**src/rtl/drr_pkg.sv**
```systemverilog
`default_nettype none
// ============================================================================
// drr_pkg : shared types and constants for the DRR scheduler and queue bank
// Revision: 1.0
// ============================================================================
package drr_pkg;

    localparam int SIZE_W               = 16;
    localparam int DEFAULT_MAX_PKT_SIZE = 1518;

    typedef logic [SIZE_W-1:0] pkt_size_t;

    // Flow-ID width; a single flow still needs a 1-bit select
    function automatic int qid_w(input int pkt_qs_cnt);
        return (pkt_qs_cnt > 1) ? $clog2(pkt_qs_cnt) : 1;
    endfunction

endpackage
`default_nettype wire

```
**src/rtl/pkt_size_fifo.sv**
```systemverilog
`default_nettype none
// ============================================================================
// pkt_size_fifo : single-flow first-word-fall-through FIFO of packet sizes
// Revision: 1.0
// ============================================================================
module pkt_size_fifo
    import drr_pkg::*;
#(
    parameter int DEPTH = 16
) (
    input  logic                   clk_i,
    input  logic                   rst_n_i,
    input  logic                   push_i,
    input  pkt_size_t              data_i,
    input  logic                   pop_i,
    output pkt_size_t              head_o,
    output logic                   not_empty_o,
    output logic                   full_o,
    output logic [$clog2(DEPTH):0] count_o
);

    localparam int PTR_W = $clog2(DEPTH);

    pkt_size_t        mem_q [DEPTH];
    logic [PTR_W-1:0] wr_ptr_q;
    logic [PTR_W-1:0] rd_ptr_q;
    logic [PTR_W:0]   count_q;
    logic [PTR_W:0]   count_d;
    logic             w_push;
    logic             w_pop;

    assign full_o      = (count_q == (PTR_W+1)'(DEPTH));
    assign not_empty_o = (count_q != '0);
    assign count_o     = count_q;
    assign w_push      = push_i && !full_o;
    assign w_pop       = pop_i && not_empty_o;
    // Stale slots are masked so an empty flow always presents a zero head
    assign head_o      = not_empty_o ? mem_q[rd_ptr_q] : '0;

    always_comb begin
        count_d = count_q;
        case ({w_push, w_pop})
            2'b10:   count_d = count_q + 1'b1;
            2'b01:   count_d = count_q - 1'b1;
            default: count_d = count_q;
        endcase
    end

    always_ff @(posedge clk_i) begin
        if (!rst_n_i) begin
            wr_ptr_q <= '0;
            rd_ptr_q <= '0;
            count_q  <= '0;
        end else begin
            if (w_push) wr_ptr_q <= wr_ptr_q + 1'b1;
            if (w_pop)  rd_ptr_q <= rd_ptr_q + 1'b1;
            count_q <= count_d;
        end
    end

    always_ff @(posedge clk_i) begin
        if (w_push) mem_q[wr_ptr_q] <= data_i;
    end

endmodule
`default_nettype wire

```
**src/rtl/pkt_queue_bank.sv**
```systemverilog
`default_nettype none
// ============================================================================
// pkt_queue_bank : per-flow packet-size queues feeding the DRR scheduler
// Revision: 1.0
// ============================================================================
module pkt_queue_bank
    import drr_pkg::*;
#(
    parameter int PKT_QS_CNT   = 4,
    parameter int QUEUE_DEPTH  = 16,
    parameter int MAX_PKT_SIZE = DEFAULT_MAX_PKT_SIZE
) (
    input  logic                                          clk_i,
    input  logic                                          rst_n_i,
    input  logic                                          enq_val_i,
    input  logic [qid_w(PKT_QS_CNT)-1:0]                  enq_qid_i,
    input  logic [SIZE_W-1:0]                             enq_size_i,
    output logic                                          enq_rdy_o,
    output logic [PKT_QS_CNT*SIZE_W-1:0]                  size_o,
    output logic [PKT_QS_CNT-1:0]                         size_val_o,
    input  logic [qid_w(PKT_QS_CNT)-1:0]                  read_i,
    input  logic                                          read_val_i,
    output logic                                          out_val_o,
    output logic [qid_w(PKT_QS_CNT)-1:0]                  out_qid_o,
    output logic [SIZE_W-1:0]                             out_size_o,
    output logic [PKT_QS_CNT*($clog2(QUEUE_DEPTH)+1)-1:0] fill_o,
    output logic [31:0]                                   drop_cnt_o,
    output logic                                          pop_err_o
);

    localparam int QID_W = qid_w(PKT_QS_CNT);
    localparam int CNT_W = $clog2(QUEUE_DEPTH) + 1;

    pkt_size_t              w_head [PKT_QS_CNT];
    logic [PKT_QS_CNT-1:0]  w_not_empty;
    logic [PKT_QS_CNT-1:0]  w_full;
    logic [PKT_QS_CNT-1:0]  w_push;
    logic [PKT_QS_CNT-1:0]  w_pop;
    logic                   w_size_ok;
    logic                   w_enq_fire;
    logic                   w_pop_hit;
    logic                   w_pop_miss;

    logic                   out_val_q;
    logic [QID_W-1:0]       out_qid_q;
    pkt_size_t              out_size_q;
    logic [31:0]            drop_cnt_q;
    logic [31:0]            drop_cnt_d;
    logic                   pop_err_q;

    // Ready depends only on the target flow's fill, never on this cycle's pop
    assign enq_rdy_o  = !w_full[enq_qid_i];
    assign w_enq_fire = enq_val_i && enq_rdy_o;
    assign w_size_ok  = (enq_size_i != '0) && (enq_size_i <= SIZE_W'(MAX_PKT_SIZE));
    assign w_pop_hit  = read_val_i && w_not_empty[read_i];
    assign w_pop_miss = read_val_i && !w_not_empty[read_i];

    generate
        for (genvar g = 0; g < PKT_QS_CNT; g++) begin : g_flow
            assign w_push[g] = w_enq_fire && w_size_ok && (enq_qid_i == QID_W'(g));
            assign w_pop[g]  = read_val_i && (read_i == QID_W'(g));

            pkt_size_fifo #(
                .DEPTH       (QUEUE_DEPTH)
            ) u_fifo (
                .clk_i       (clk_i),
                .rst_n_i     (rst_n_i),
                .push_i      (w_push[g]),
                .data_i      (enq_size_i),
                .pop_i       (w_pop[g]),
                .head_o      (w_head[g]),
                .not_empty_o (w_not_empty[g]),
                .full_o      (w_full[g]),
                .count_o     (fill_o[g*CNT_W +: CNT_W])
            );

            assign size_o[g*SIZE_W +: SIZE_W] = w_head[g];
            assign size_val_o[g]              = w_not_empty[g];
        end
    endgenerate

    always_comb begin
        drop_cnt_d = drop_cnt_q;
        if (w_enq_fire && !w_size_ok && (drop_cnt_q != '1)) drop_cnt_d = drop_cnt_q + 32'd1;
    end

    always_ff @(posedge clk_i) begin
        if (!rst_n_i) begin
            out_val_q  <= 1'b0;
            out_qid_q  <= '0;
            out_size_q <= '0;
            drop_cnt_q <= '0;
            pop_err_q  <= 1'b0;
        end else begin
            out_val_q  <= w_pop_hit;
            if (w_pop_hit) begin
                out_qid_q  <= read_i;
                out_size_q <= w_head[read_i];
            end
            drop_cnt_q <= drop_cnt_d;
            if (w_pop_miss) pop_err_q <= 1'b1;
        end
    end

    assign out_val_o  = out_val_q;
    assign out_qid_o  = out_qid_q;
    assign out_size_o = out_size_q;
    assign drop_cnt_o = drop_cnt_q;
    assign pop_err_o  = pop_err_q;

endmodule
`default_nettype wire

```
**config.mk**
```make
export PLATFORM = sky130hd
export DESIGN_NAME = pkt_queue_bank
export DESIGN_NICKNAME = d
export VERILOG_FILES = /design/src/rtl/drr_pkg.sv /design/src/rtl/pkt_size_fifo.sv /design/src/rtl/pkt_queue_bank.sv
export SDC_FILE = /design/constraint.sdc
export NUM_CORES = 1
export LEC_CHECK = 0
export BUFFER_PORTS_ARGS = -buffer_cell sky130_fd_sc_hd__buf_2
export CORE_AREA = 2 2 431 433
export CTS_CLUSTER_DIAMETER = 40
export DETAILED_ROUTE_END_ITERATION = 10
export DIE_AREA = 0 0 433 435
export PLACE_DENSITY = 0.42
export SYNTH_ARGS = -nofsm -noshare
export SYNTH_HDL_FRONTEND = slang
export SYNTH_HIERARCHICAL = 1
export SYNTH_SLANG_ARGS = --single-unit
```
**constraint.sdc**
```tcl
create_clock -name clk_i -period 11.5 [get_ports clk_i]
set_input_delay 2.3 -clock clk_i [delete_from_list [all_inputs] [get_ports clk_i]]
set_output_delay 2.3 -clock clk_i [all_outputs]
set_load 0.02 [all_outputs]
```
==> reports/metrics.cfg, run 1 <==
[outcome]
status=complete, no violations

[critical_path]
critPathMaxFanout=40
startpoint_type=flop
cp-end-kind=output port
worstPathArrival_ps=4070
crit_type=flop to output port
worstPathRequired_ps=9200

[floorplanning]
start_util=0.249
core_region_area_mm2=0.184
die_h_um=435
die_x_um=433
die_area_mm2=0.188
ios=165
rows=158

[worst_hold_path]
min-delay-path-class=flop to flop

[power]
vdd_ir_drop_max_mv=0.165
powerDensity_mw_per_mm2=184
p_total_mw=10.3
p_leak_nw=17.9

[yosys]
netlist_top_cells_area=edfxtp_1 67%, mux4_2 13%, dfxtp_1 5.2%
synth_cell_type_count=70
syn_area_per_cell_um2=19.3
synth_top_area_share=0.672
synthCells=2375
synth_area_mm2=0.0458
yosys_warnings=6
ys_seq_area_frac=0.724
syn_nets=2429
synth_area_leader_cell=edfxtp_1
synth_edf_count=1024
ys_ff_latch=1144
synthArstFlopShare=0
ys.flop_type=edfxtp_1

[grt]
grt_start_max_net_pins=68
grt_overflow=0
grt_pass1_vias=25515
grt_antenna_before_repair=18
grtUsageTotal=0.146
grt_pass1_wl_mm=194

[layout]
final_nets=2771
fillers=17816
syn_to_final_growth_pct=23.0
drive_gt1_frac=0.326

[clock_tree]
htree_levels=4
cts_max_path_buffers=3
post_cts_buffers=0
clk_latency_ps=810
cts_made_buffers=188
cts_tree=yes
ctsResizeCount=0
clock-sinks=1144
cts_hold_buffers=0
cts_root_buf=clkbuf_16
clkSlewWorstSetupHoldPaths_ps=50

[route]
vias=24148
wl_per_cell_um=25.8
drc_errors=0
routed_wl_mm=138
firstDrtPassIters=5
via_per_inst=4.51
drtIter0Drc=1859
ant_nets=0

[timing]
relSlewSlack=0.254
period_minus_slack_ps=6370
rsz0062_at_grt=false
clock.fmax_mhz=157
finalCritPeriodShare=0.554
fin_setup_tns_ps=0
setup_viol=0
hold_violations=0
fin_skew_ps=47.1
tightest_slew_ps=1120
slew_viol_final=0

[place]
place_hpwl_mm=85.1
finalWeightedCongestion=0.764
portBuffers=164

[run]
drv_cap=0

cell type report:
cell class | instances | area, µm² | share of cell area
antenna | 2 | 5.00 | 0.0000889
clock buffer | 211 | 4800 | 0.0853
clock inverter | 135 | 1470 | 0.0261
tap | 2480 | 3100 | 0.0551
sequential | 1144 | 33200 | 0.589
multi-input combinational | 1064 | 11900 | 0.211
inverter | 33 | 124 | 0.00220
timing repair buffer | 286 | 1740 | 0.0308
stage by stage:
| step | util | std cells | area, µm² | hold WS, ps | worst slack [ps] |
|---|---|---|---|---|---|
| 2_1_floorplan | - | 2375 | 45800 | 472 | 5740 |
| 4_1_cts | 0.306 | 5353 | 56300 | 482 | 4890 |
| 3_3_place_gp | 0.272 | 5007 | 50000 | 470 | 4260 |
| 5_1_grt | 0.306 | 5353 | 56300 | 497 | 4780 |
| 6_report | 0.306 | 5355 | 56300 | 477 | 5130 |
| 3_5_place_dp | 0.272 | 5007 | 50000 | 472 | 4190 |
Yosys cell counts (16+ instances only):
cell,number
nor2b_1,20
nor3_1,25
a21oi_1,46
mux2_2,17
nand2_1,66
nor2_1,122
nand2b_1,27
nand4_1,16
mux4_2,272
ha_1,30
clkbuf_1,40
inv_1,31
nand3_1,18
buf_1,28
xor2_1,23
buf_6,16
mux2i_1,136
edfxtp_1,1024
dfxtp_1,120
o31ai_1,23
or4_1,21
o22ai_1,51
buf_2,40
power breakdown:
group	internal, mW	switching (mW)	total (mW)
Combinational	0.0725	0.219	0.291
Clock	3.41	2.10	5.51
Sequential	4.53	0.0152	4.55
Total	8.01	2.33	10.3
critical path, cell delays in order (launching register included):
cell and delay (ps):
dfxtp_4 690, buf_4 760, mux4_2 380, mux2i_1 120, o22ai_1 900, buf_2 330
worst paths after layout:
check                                            from                                        to  slack, ps  cells after the start
max                                              flop                                 size_o[3]       5130                      5
min                            pop_err_o$_SDFFE_PN0P_                    pop_err_o$_SDFFE_PN0P_        480                      1
max reg2reg  g_flow[2].u_fifo/count_o[1]$_SDFFE_PN0P_  g_flow[0].u_fifo/count_o[2]$_SDFFE_PN0P_       6360                     16
min reg2reg                    pop_err_o$_SDFFE_PN0P_                    pop_err_o$_SDFFE_PN0P_        480                      1
layer usage:
layer | up-vias | track usage | wire length, µm
li1 | 10443 | - | -
met1 | 12869 | 0.177 | 56200
met2 | 624 | 0.255 | 71000
met3 | 212 | 0.0291 | 6350
met4 | 0 | 0.0532 | 4360
met5 | - | 0 | 0
sequential cells by signal (all words and copies together) (netlist names), named ones only:
signal                  cells
out_qid_o                   2
out_size_o                 16
g_flow.u_fifo/rd_ptr_q     16
out_val_o                   1
g_flow.u_fifo/mem_q      1024
pop_err_o                   1
drop_cnt_o                 32
g_flow.u_fifo/count_o      20
g_flow.u_fifo/wr_ptr_q     16
placed cells by master (no fill, tap or decap), drive strengths merged, types with 46 or more instances in the layout:
| cell type | n |
|---|---|
| edfxtp | 1024 |
| buf | 286 |
| mux4 | 274 |
| clkbuf | 211 |
| mux2i | 136 |
| nor2 | 124 |
| dfxtp | 120 |
| nand2 | 68 |
| clkinv | 61 |
| inv | 58 |
| o22ai | 51 |
| a21oi | 46 |
cell families after synthesis:
kind of cell	after synthesis	synth area share
muxes	427	0.169
adders and majority gates	30	0.00820
and+or+nand+nor	384	0.0448
xor gates and xnor gates	38	0.00727
buffers and inverters	167	0.0182
DFF	1144	0.724
AOI/OAI and AO/OA	185	0.0283
Power figures use the tool's default switching activity.
==> run 2: changes to the inputs <==
==> constraint.sdc (replaced) <==
create_clock -name clk_i -period 5.95 [get_ports clk_i]
set_input_delay 1.19 -clock clk_i [delete_from_list [all_inputs] [get_ports clk_i]]
set_output_delay 1.19 -clock clk_i [all_outputs]
set_load 0.02 [all_outputs]
==> run 2 against run 1 <==
  * First-iteration DRC count decreased by 1.8%
  * Non-clock buffer count rose by 18
  * Setup slack worse by 4200 ps
  * Cell count rose by 0.32%
  * Sequential share of layout area shrank 0.11 points
  * Flip-flop and latch count stayed put
  * Register-to-register slack got worse by 4900 ps
  * Total power increased by 92%
  * Die area unchanged
  * Critical path type unchanged
  * Critical endpoint is now size_o[30]
  * Largest cell class unchanged
==> reports/metrics.cfg, run 2 (synthesis results as in run 1) <==
[outcome]
status=complete, no violations

[grt]
grt_pass1_wl_mm=192
grtUsageTotal=0.144
grt_antenna_before_repair=16
grt_start_max_net_pins=65
grt_pass1_vias=25314
grt_overflow=0

[clock_tree]
post_cts_buffers=0
cts_hold_buffers=0
cts_made_buffers=181
clock-sinks=1144
htree_levels=4
clkSlewWorstSetupHoldPaths_ps=50
clk_latency_ps=800
cts_root_buf=clkbuf_16
ctsResizeCount=0
cts_max_path_buffers=3
cts_tree=yes

[route]
wl_per_cell_um=25.4
met1_length_mm=56.4
ant_nets=0
routed_wl_mm=137
firstDrtPassIters=5
drc_errors=0
vias=24324
drtIter0Drc=1826
via_per_inst=4.53
top_layer=met4
dr_wl_met3_mm=5.92
wl_met2_mm=69.9

[timing]
setup_viol=0
period_minus_slack_ps=5060
slew_viol_final=0
clock.fmax_mhz=198
fin_skew_ps=36.6
tightest_slew_ps=1120
hold_violations=0
worst_slack_ps=894
rsz0062_at_grt=false
relSlewSlack=0.253
fin_setup_tns_ps=0
finalCritPeriodShare=0.850

[critical_path]
reg2regPathDepth=17
r2r_end=g_flow[3].u_fifo/count_o[2]$_SDFFE_PN0P_
worstPathRequired_ps=4760
cp-endpoint=size_o[30]
critPathMaxFanout=16
worstPathArrival_ps=3870
crit_type=flop to output port
startpoint=g_flow[1].u_fifo/count_o[2]$_SDFFE_PN0P_
r2r_setup_slack_ps=1440
cp-end-kind=output port
startpoint_type=flop
regToRegStartpoint=g_flow[3].u_fifo/count_o[2]$_SDFFE_PN0P_

[layout]
utilization=0.307
syn_to_final_growth_pct=23.2
seqCellArea_mm2=0.0332
multiInputGateArea_mm2=0.0119
final_common_cell=edfxtp_1
largest-register=g_flow.u_fifo/mem_q
drive_gt1_frac=0.327
final_nets=2782
final_cell_mix=1,024 x edfxtp_1, 272 x mux4_2, 184 x clkbuf_16
final_area_mm2=0.0564
fillers=17814
largest_reg_flops=1024

[power]
p_total_mw=19.8
vdd_ir_drop_max_mv=0.328
p_leak_nw=18.0
powerDensity_mw_per_mm2=352

[place]
finalWeightedCongestion=0.783
portBuffers=164
dp_slack_ps=986
place_hpwl_mm=88.0
placed_cell_area_mm2=0.0503

[worst_hold_path]
min-delay-path-class=flop to flop
hold-path-cell-count=1

[floorplanning]
rows=158
die_x_um=433
start_util=0.249
die_h_um=435
ios=165
core_region_area_mm2=0.184
die_area_mm2=0.188

[run]
drv_cap=0

run 2: worst max-delay path, stage by stage (launching register included):
cell and delay [ps]:
dfxtp_1 540, nor4_4 120, nand2_1 500, nand2b_1 620, o22ai_1 950, buf_2 310
run 2: stage by stage:
stage               hold WS [ps]  cells
finish                       458   5372
global route                 484   5363
CTS                          466   5363
detailed placement           456   5025
global placement             469   5025
floorplan                    472   2375
run 2: power by group:
part	switching, mW	internal [mW]
combinational	0.429	0.141
clock	3.96	6.52
sequential	0.0340	8.76
run 2: worst min path at each step:
| stage | startpoint | to | slack (ps) |
|---|---|---|---|
| detailed placement | pop_err_o$_SDFFE_PN0P_ | pop_err_o$_SDFFE_PN0P_ | 460 |
| floorplan | g_flow[0].u_fifo/rd_ptr_q[3]$_SDFFE_PN0P_ | flop | 470 |
| finish | pop_err_o$_SDFFE_PN0P_ | pop_err_o$_SDFFE_PN0P_ | 460 |
| global placement | pop_err_o$_SDFFE_PN0P_ | pop_err_o$_SDFFE_PN0P_ | 470 |
| CTS | pop_err_o$_SDFFE_PN0P_ | pop_err_o$_SDFFE_PN0P_ | 470 |
| global route | pop_err_o$_SDFFE_PN0P_ | pop_err_o$_SDFFE_PN0P_ | 480 |
run 2: cell type report:
type | count | share of cell area
antenna | 9 | 0.000399
clock buffer | 212 | 0.0840
clock inverter | 126 | 0.0246
inverter | 33 | 0.00220
multi-input combinational | 1064 | 0.211
sequential | 1144 | 0.588
tap | 2480 | 0.0550
timing repair buffer | 304 | 0.0347
run 2: per-layer routing:
metal | GRT usage | vias up
li1 | - | 10473
met1 | 0.177 | 12987
met2 | 0.251 | 653
met3 | 0.0287 | 211
met4 | 0.0500 | 0
met5 | 0 | -
==> run 3: changes to the inputs <==
==> constraint.sdc (replaced) <==
create_clock -name clk_i -period 5.3 [get_ports clk_i]
set_input_delay 1.06 -clock clk_i [delete_from_list [all_inputs] [get_ports clk_i]]
set_output_delay 1.06 -clock clk_i [all_outputs]
set_load 0.02 [all_outputs]
==> run 3 against run 2 <==
  * Total power grew 15%
  * Sequential power grew 12%
  * Clock skew shrank 2.8 ps
  * Flip-flop and latch count is the same
  * Cell count grew 0.61%
  * Die area is the same
  * Sequential share of layout area shrank 0.79 points
  * Largest power group unchanged
  * Routed wire length is essentially flat
  * Critical path depth is the same
==> reports/metrics.cfg, run 3 (synthesis results as in run 1) <==
[layout]
final_common_cell=edfxtp_1
syn_to_final_growth_pct=24.9
final_cell_mix=1,024 x edfxtp_1, 272 x mux4_2, 194 x clkbuf_16
largest-register=g_flow.u_fifo/mem_q
largest_reg_flops=1024
final_area_mm2=0.0572
drive_gt1_frac=0.339
final_nets=2812
fillers=17773

[clock_tree]
post_cts_buffers=0
cts_root_buf=clkbuf_16
htree_levels=4
clkSlewWorstSetupHoldPaths_ps=50
cts_hold_buffers=0
cts_max_path_buffers=3
clock-sinks=1144
cts_made_buffers=185
cts_tree=yes
ctsResizeCount=0
clk_latency_ps=790

[critical_path]
cp-end-kind=output port
worstPathArrival_ps=3840
r2r_setup_slack_ps=970
startpoint_type=flop
cp_slowest_cell=o22ai_1
reg2regPathDepth=16
worstPathRequired_ps=4240
critPathMaxFanout=12
regToRegStartpoint=g_flow[3].u_fifo/count_o[2]$_SDFFE_PN0P_
max_stage_delay_ps=1200
crit_type=flop to output port
cp_num_cells=5
path_buf_inv=1
cp_top_family=compound AO/OA/AOI/OAI gates
path_cells=nor4_4 -> nand2_2 -> nand2_1 -> o22ai_1 -> buf_2
startpoint=g_flow[0].u_fifo/count_o[2]$_SDFFE_PN0P_

[grt]
grtUsageTotal=0.144
grt_pass1_wl_mm=193
grt_overflow=0
grt_antenna_before_repair=22
grt_start_max_net_pins=65
grt_pass1_vias=25586

[floorplanning]
die_h_um=435
die_area_mm2=0.188
die_x_um=433
ios=165
rows=158
start_util=0.249
core_region_area_mm2=0.184

[timing]
fin_setup_tns_ps=0
period_minus_slack_ps=4900
rsz0062_at_grt=false
tightest_slew_ps=1240
clock.fmax_mhz=204
setup_viol=0
slew_viol_final=0
fin_skew_ps=33.8
relSlewSlack=0.173
hold_violations=0
finalCritPeriodShare=0.925

[place]
portBuffers=164
finalWeightedCongestion=0.793
placed_cell_area_mm2=0.0508
place_hpwl_mm=89.3

[worst_hold_path]
min_from=pop_err_o$_SDFFE_PN0P_
min-delay-path-class=flop to flop
hold-path-cell-count=1

[route]
via_per_inst=4.51
vias=24384
routed_wl_mm=137
wl_per_cell_um=25.3
drc_errors=0
drtIter0Drc=2130
firstDrtPassIters=5
ant_nets=0

[power]
p_leak_nw=18.3
powerDensity_mw_per_mm2=398
vdd_ir_drop_max_mv=0.349

[run]
drv_cap=0

[outcome]
status=complete, no violations

## run 3: path summary, 6_finish.rpt
kind                                               to
max                                         size_o[3]
min                            pop_err_o$_SDFFE_PN0P_
max reg2reg  g_flow[3].u_fifo/count_o[2]$_SDFFE_PN0P_
min reg2reg                    pop_err_o$_SDFFE_PN0P_
## run 3: where the power goes
part | switching, mW | total, mW | internal, mW | leakage [nW]
sequential | 0.0270 | 9.86 | 9.83 | 10.2
combinational | 0.485 | 0.649 | 0.164 | 5.05
clock | 4.46 | 12.2 | 7.77 | 3.10
## run 3: area by class of cell
cell class,count,area (µm²),area share
flip-flops and latches,1144,33200,0.580
multi-input cells,1064,11900,0.208
clock buffers,218,5010,0.0877
well taps,2480,3100,0.0543
repair buffers,330,2450,0.0429
clock inverters,129,1380,0.0241
inverters,33,124,0.00217
diodes,7,17.5,0.000306
## run 3: layer usage
| metal | global-route usage | up-vias | share of wire |
|---|---|---|---|
| met3 | 0.0305 | 223 | 0.046 |
| met2 | 0.252 | 651 | 0.51 |
| met5 | 0 | - | 0.00014 |
| li1 | - | 10551 | - |
| met4 | 0.0589 | 4 | 0.039 |
| met1 | 0.172 | 12955 | 0.40 |
## run 3: metrics by stage
stage	power, mW	setup slack, ps	util	cells	hold WS (ps)
floorplan	10.3	779	-	2375	472
global placement	10.7	725	0.276	5051	469
detailed placement	10.7	651	0.276	5051	462
CTS	23.0	252	0.311	5398	472
global route	23.4	163	0.311	5398	484
finish	22.7	396	0.311	5405	462
## run 3: worst reg2reg max path, delay by kind of cell, from the launching register on
family,cells,cell delay (ps)
AND/OR/NAND/NOR,6,1460
AO/OA/AOI/OAI,3,670
flip-flops,1,540
XOR/XNOR,2,310
multiplexers,1,510
buffers and inverters,2,290
adder cells (fa/ha/maj),2,500
